$ cat config.mk
export PLATFORM = sky130hd
export DESIGN_NAME = avalon_mem_master
export DESIGN_NICKNAME = d
export VERILOG_FILES = /design/src/rtl/avalon_mem_master.sv
export SDC_FILE = /design/constraint.sdc
export NUM_CORES = 1
export LEC_CHECK = 0
export ABC_AREA = 1
export BUFFER_PORTS_ARGS = -buffer_cell sky130_fd_sc_hd__buf_2
export CORE_ASPECT_RATIO = 1.2
export CORE_MARGIN = 5
export CORE_UTILIZATION = 48
export CTS_CLUSTER_DIAMETER = 80
export DETAILED_ROUTE_END_ITERATION = 8
export GPL_ROUTABILITY_DRIVEN = 0
export MAX_ROUTING_LAYER = met4
export PLACE_DENSITY = 0.85
export SKIP_CTS_REPAIR_TIMING = 1
export SLEW_MARGIN = 25
export SYNTH_ARGS = -nofsm -noshare
export SYNTH_HDL_FRONTEND = slang
export SYNTH_SLANG_ARGS = --single-unit
$ cat constraint.sdc
create_clock -name clk -period 2.7 [get_ports clk]
set_clock_uncertainty 0.15 [all_clocks]
set_input_delay 0.54 -clock clk [delete_from_list [all_inputs] [get_ports clk]]
set_output_delay 0.54 -clock clk [all_outputs]
set_load 0.02 [all_outputs]
$ cat src/rtl/avalon_mem_master.sv
// Purpose : bridges one word-granular CPU memory request at a time onto an Avalon-MM master port.
// Latency : accept at edge E, strobe in E+1, resp_valid in E+2 with zero wait states (+1 per waitrequest cycle).
// Backpr. : req_ready is high only in IDLE; bus outputs are held stable while mem_waitrequest=1.
//
// Ports:
//   clk, reset            system clock, synchronous active-high reset
//   req_*                 core request (valid/ready handshake, write, address, byteenable, writedata)
//   resp_*                one-cycle completion pulse with error flag and captured read word
//   mem_*                 Avalon-MM master (address, read, write, byteenable, writedata, waitrequest, readdata)
//
// Optional build macro: MEM_TIMEOUT_EN -- abort an access stuck in waitrequest for
// TIMEOUT_CYCLES cycles and report it as an error response.
module avalon_mem_master #(
  parameter int TIMEOUT_CYCLES = 1024,
  parameter int TCNT_W         = 11
) (
  input  logic        clk,
  input  logic        reset,
  input  logic        req_valid,
  output logic        req_ready,
  input  logic        req_write,
  input  logic [31:0] req_address,
  input  logic [3:0]  req_byteenable,
  input  logic [31:0] req_writedata,
  output logic        resp_valid,
  output logic        resp_error,
  output logic [31:0] resp_readdata,
  output logic [31:0] mem_address,
  output logic        mem_read,
  output logic        mem_write,
  output logic [3:0]  mem_byteenable,
  output logic [31:0] mem_writedata,
  input  logic        mem_waitrequest,
  input  logic [31:0] mem_readdata
);

  typedef enum logic [1:0] {IDLE, ACCESS, RESP} state_t;

  state_t      state_q, state_d;
  logic [31:0] mem_address_q, mem_address_d;
  logic        mem_read_q, mem_read_d;
  logic        mem_write_q, mem_write_d;
  logic [3:0]  mem_byteenable_q, mem_byteenable_d;
  logic [31:0] mem_writedata_q, mem_writedata_d;
  logic        resp_valid_q, resp_valid_d;
  logic        resp_error_q, resp_error_d;
  logic [31:0] resp_readdata_q, resp_readdata_d;
`ifdef MEM_TIMEOUT_EN
  logic [TCNT_W-1:0] tcnt_q, tcnt_d;
`endif

  assign req_ready      = (state_q == IDLE);
  assign resp_valid     = resp_valid_q;
  assign resp_error     = resp_error_q;
  assign resp_readdata  = resp_readdata_q;
  assign mem_address    = mem_address_q;
  assign mem_read       = mem_read_q;
  assign mem_write      = mem_write_q;
  assign mem_byteenable = mem_byteenable_q;
  assign mem_writedata  = mem_writedata_q;

  always_comb begin
    state_d          = state_q;
    mem_address_d    = mem_address_q;
    mem_read_d       = mem_read_q;
    mem_write_d      = mem_write_q;
    mem_byteenable_d = mem_byteenable_q;
    mem_writedata_d  = mem_writedata_q;
    resp_valid_d     = 1'b0;
    resp_error_d     = 1'b0;
    resp_readdata_d  = resp_readdata_q;
`ifdef MEM_TIMEOUT_EN
    tcnt_d           = tcnt_q;
`endif
    case (state_q)
      IDLE: begin
        if (req_valid) begin
          // The strobe flops double as the latched direction of the request.
          mem_address_d    = req_address;
          mem_byteenable_d = req_byteenable;
          mem_writedata_d  = req_writedata;
          if (req_address[1:0] != 2'b00) begin
            state_d      = RESP;
            resp_valid_d = 1'b1;
            resp_error_d = 1'b1;
          end else if (req_byteenable == 4'b0000) begin
            // Nothing to transfer: complete immediately without touching the bus.
            state_d      = RESP;
            resp_valid_d = 1'b1;
          end else begin
            state_d     = ACCESS;
            mem_read_d  = ~req_write;
            mem_write_d = req_write;
`ifdef MEM_TIMEOUT_EN
            tcnt_d      = '0;
`endif
          end
        end
      end
      ACCESS: begin
        if (!mem_waitrequest) begin
          if (mem_read_q) begin
            resp_readdata_d = mem_readdata;
          end
          mem_read_d   = 1'b0;
          mem_write_d  = 1'b0;
          state_d      = RESP;
          resp_valid_d = 1'b1;
        end
`ifdef MEM_TIMEOUT_EN
        // The count reaches TIMEOUT_CYCLES at this edge: abandon the access.
        else if (tcnt_q == TCNT_W'(TIMEOUT_CYCLES - 1)) begin
          mem_read_d   = 1'b0;
          mem_write_d  = 1'b0;
          state_d      = RESP;
          resp_valid_d = 1'b1;
          resp_error_d = 1'b1;
        end else begin
          tcnt_d = tcnt_q + 1'b1;
        end
`endif
      end
      RESP: begin
        state_d = IDLE;
      end
      default: begin
        state_d     = IDLE;
        mem_read_d  = 1'b0;
        mem_write_d = 1'b0;
      end
    endcase
  end

  always_ff @(posedge clk) begin
    if (reset) begin
      state_q          <= IDLE;
      mem_address_q    <= '0;
      mem_read_q       <= 1'b0;
      mem_write_q      <= 1'b0;
      mem_byteenable_q <= '0;
      mem_writedata_q  <= '0;
      resp_valid_q     <= 1'b0;
      resp_error_q     <= 1'b0;
      resp_readdata_q  <= '0;
`ifdef MEM_TIMEOUT_EN
      tcnt_q           <= '0;
`endif
    end else begin
      state_q          <= state_d;
      mem_address_q    <= mem_address_d;
      mem_read_q       <= mem_read_d;
      mem_write_q      <= mem_write_d;
      mem_byteenable_q <= mem_byteenable_d;
      mem_writedata_q  <= mem_writedata_d;
      resp_valid_q     <= resp_valid_d;
      resp_error_q     <= resp_error_d;
      resp_readdata_q  <= resp_readdata_d;
`ifdef MEM_TIMEOUT_EN
      tcnt_q           <= tcnt_d;
`endif
    end
  end

endmodule
# Yosys cells after proc, flatten, opt, wreduce, memory -nomap -nowiden

Index checks and enable logic that the tools add are counted.

Output and inout port bits: 105
Bits in latches: 0
Bits in read-only memories: 0
Word-level logic and storage cells: 48
Bits in writable memories: 0
Memories: 0
Bits in registers: 106

Add/subtract/negate cells: 0
Reduce and logical (&&, ||, !) cells: 8
Multiplexer cells: 20
Shift operators: 0
Divide/modulo/power cells: 0
Magnitude comparators: 0
Equal/unequal tests: 6
Bitwise operators: 5
Multipliers: 0

Operators with widths:

| cell               | count |
|---|---|
| $mux 1             | 12 |
| $mux 2             | 4 |
| $ne 2x2->1 const B | 4 |
| $pmux 1 s3         | 2 |
| $not 1->1          | 5 |
| $reduce_and 5->1   | 1 |
| $logic_not 4->1    | 1 |
| $pmux 2 s2         | 1 |
| $reduce_and 2->1   | 2 |
| $reduce_and 3->1   | 1 |
| $reduce_or 3->1    | 1 |
| $eq 2x1->1 const B | 1 |
| $eq 2x2->1 const B | 1 |
| $logic_not 2->1    | 1 |
| $pmux 1 s2         | 1 |
| $reduce_bool 2->1  | 1 |

# Logic depth before layout (Yosys ltp)

Word-level depth: 5
Gate-level depth with buffers: 8
Mapped depth without buffers: 8

# Worst setup path after synthesis

No wires, ideal clock.

Path kind: input-to-reg
Start: in req_valid
End: reg mem_address_q[22], in the netlist mem_address[22]
Setup slack: 1,216 ps
Data arrival time: 1,218 ps
Stages on the path: 7
Required time: 2,434 ps
Cell sequence: inv_1 nor2_8 inv_4 buf_12 buf_12 nor2_2 nor2_1

Word-level cells in the longest chain between the ends: 1

RTL lines:

| item                              | RTL line | text |
|---|---|---|
| start: declaration                | 19       | `input logic req_valid,` |
| $reduce_and 2->1 (no source line) | n/a      |  |
| end signal: assignment            | 150      | `mem_address_q <= mem_address_d;` |
| end: declaration                  | 40       | `logic [31:0] mem_address_q, mem_address_d;` |

No other way between the ends.
A chain may end at the register's enable or synchronous reset.

# Worst setup path in the final report

Start: reg state_q[0]
End: out req_ready

Word-level cells in the longest chain between the ends: 1

RTL lines:

| item                     | RTL line | text |
|---|---|---|
| start: declaration       | 39       | `state_t state_q, state_d;` |
| start signal: assignment | 149      | `state_q <= state_d;` |
| $logic_not 2->1          | 52       | `assign req_ready = (state_q == IDLE);` |
| end: declaration         | 20       | `output logic req_ready,` |

No other way between the ends.

==> flow_summary.json <==
{
  "outcome": "completed",
  "hpwl_mm": 7.951,
  "cts_root_buffer": "clkbuf_8",
  "grt_max_degree": 67,
  "path_clk_slew_ns": 0.09,
  "rows": 36,
  "maxCapViolations": 0,
  "hold_end": "mem_address[8]",
  "ys.flop_type": "dfxtp_1",
  "ys_warn_count": 0,
  "synth_cells": 484,
  "ys_ff_latch": 106,
  "cts_buffer_depth": 2,
  "fillers": 682,
  "fmax_mhz": 528.2,
  "relSlewSlack": 0.3965,
  "cp.required_ns": 2.01,
  "drive_above_1_share": 0.4082,
  "critical_path.endpoint_type": "output port",
  "antenna_found_initial": 0,
  "p_total_w": 0.003304,
  "drc": 0,
  "core_um2": 8063,
  "power.leakage_nw": 2.579,
  "yosys-top-cells-area": "dfxtp_1 (54%), nor2_1 (16%), o21ai_0 (11%)",
  "period_needed_ns": 1.893,
  "synth_area_um2": 3931,
  "ff2ff_setup_slack_ns": 0.92,
  "tightest_slew_ns": 0.9053,
  "cts.sinks": 106,
  "port_buffers": 209,
  "crit_chain": "nor2_1, buf_2",
  "synth_edf_count": 0,
  "ant_nets": 0,
  "syn_nets": 589,
  "min_path_type": "input port to register",
  "pre_cts_ws_ns": 0.6123,
  "timing.hold.ws_ns": 0.2573,
  "rsz0062_at_grt": "no",
  "vias": 3838,
  "peakVddDrop_mv": 0.3689,
  "start_util": 0.4876,
  "finalSetupViolCount": 0,
  "wl_per_cell_um": 13.86,
  "synth.distinct_cells": 22,
  "overflow": 0,
  "drt-vias-per-instance": 4.940,
  "yosys.area.top_type": "dfxtp_1",
  "cp-start-kind": "register",
  "synthDominantCellAreaShare": 0.5398,
  "cp-startpoint": "state_q[0]",
  "reg2reg_from": "state_q[0]",
  "finalWorstSetupSlack_ns": 0.8068,
  "seq_area_frac_synth": 0.5398,
  "cts.htree.levels": 3,
  "cp_max_fo": 5,
  "powerDensity_nw_per_um2": 644.0,
  "worstPathArrival_ns": 1.20,
  "slowest_stage": "dfxtp_1",
  "cts_buffers": 9,
  "hold_start": "req_address[8]",
  "yosysMostFrequentCell": "nor2_1",
  "dr.pass1.iters": 4,
  "area_growth_pct": 30.52,
  "final_core_util": 0.6364,
  "nNetsFinal": 781,
  "finalCritPeriodShare": 0.7012,
  "max_stage_delay_ns": 0.36,
  "pin_count": 210,
  "holdPathStages": 3,
  "drt-total-wl_mm": 10.77,
  "first_global_vias": 3716,
  "finalHoldViolCount": 0,
  "reg2reg_to": "mem_address[21]",
  "dr.first_iter.drc_count": 188,
  "grt_usage": 0.2082,
  "avgSynthCellArea_um2": 8.122,
  "cts_tree": "yes",
  "tns_ns": 0,
  "clkLatencyLatePin_ns": 0.34,
  "synth_common_cells": "nor2_1 (168), dfxtp_1 (106), o21ai_0 (87)",
  "crit_type": "register to output port",
  "finalMaxSlewViolations": 0,
  "rr_worst_depth": 6,
  "grt_pass1_wl_mm": 16.64,
  "die_width_um": 92.62,
  "die_h_um": 109.1,
  "die_area_um2": 10110,
  "async_flop_share": 0
}
==> worst max-delay path by stage <==
stage / cells past startpoint / endpoint
after floorplan: 7 / mem_address[22]
after global placement: 6 / mem_address[16]
after detailed placement: 6 / mem_address[3]
after CTS: 2 / req_ready
after global routing: 2 / req_ready
final: 2 / req_ready
==> per-stage QoR <==
stage	area (um^2)	instances
3_5_place_dp	4910	760
5_1_grt	5129	776
4_1_cts	5129	776
3_3_place_gp	4910	760
2_1_floorplan	3931	484
6_report	5131	777
==> routing by layer <==
metal	wire, um	vias up	GRT usage
met4	214	0	0.08691
met3	781	16	0.04555
met1	4245	1745	0.2325
met5	0	-	-
met2	5528	160	0.3613
li1	-	1917	-
==> registers in the layout, indices dropped and copies added, names as in the netlist <==
name and count:
mem_writedata 32, resp_readdata 32, state_q 2, mem_read 1, mem_address 32, mem_write 1, resp_error 1, mem_byteenable 4
resp_valid 1
==> logic make-up after synthesis <==
logic type | synth area share
compound gates | 0.1324
simple gates | 0.2623
buf+inv | 0.06556
flops | 0.5398
==> critical path: cells and delay by family, from the launching register on <==
family | cells | cell delay [ns]
buffers and inverters | 1 | 0.24
flip-flops | 1 | 0.36
AND/OR/NAND/NOR | 1 | 0.27
==> layout by cell type (no fill, tap or decap), drive strengths merged <==
cell type  netlist  layout
dfxtp          106     106
clkinvlp         0       1
nand3            6       6
or2              1       1
buf             19     212
clkinv           0       2
nor3             1       1
a21oi            4       4
inv              9       9
nand2           16      16
bufinv           0       2
clkbuf          12      11
o21ai          100     100
nor2           210     210
diode            0       1
==> cell type report <==
class	instances	area, um^2	area share
well taps	95	118.9	0.02317
multi-input cells	338	1551	0.3024
inverters	9	36.28	0.007071
clock inverters	5	77.57	0.01512
diodes	1	2.502	0.0004877
repair buffers	212	1081	0.2107
clock buffers	11	141.4	0.02755
flip-flops and latches	106	2122	0.4136
==> power by group <==
group | switching [W] | internal (W)
clock | 0.000489 | 0.000545
combinational | 0.000360 | 0.000199
sequential | 0.0000489 | 0.00166
No activity file was read; power rests on OpenSTA's default activity.
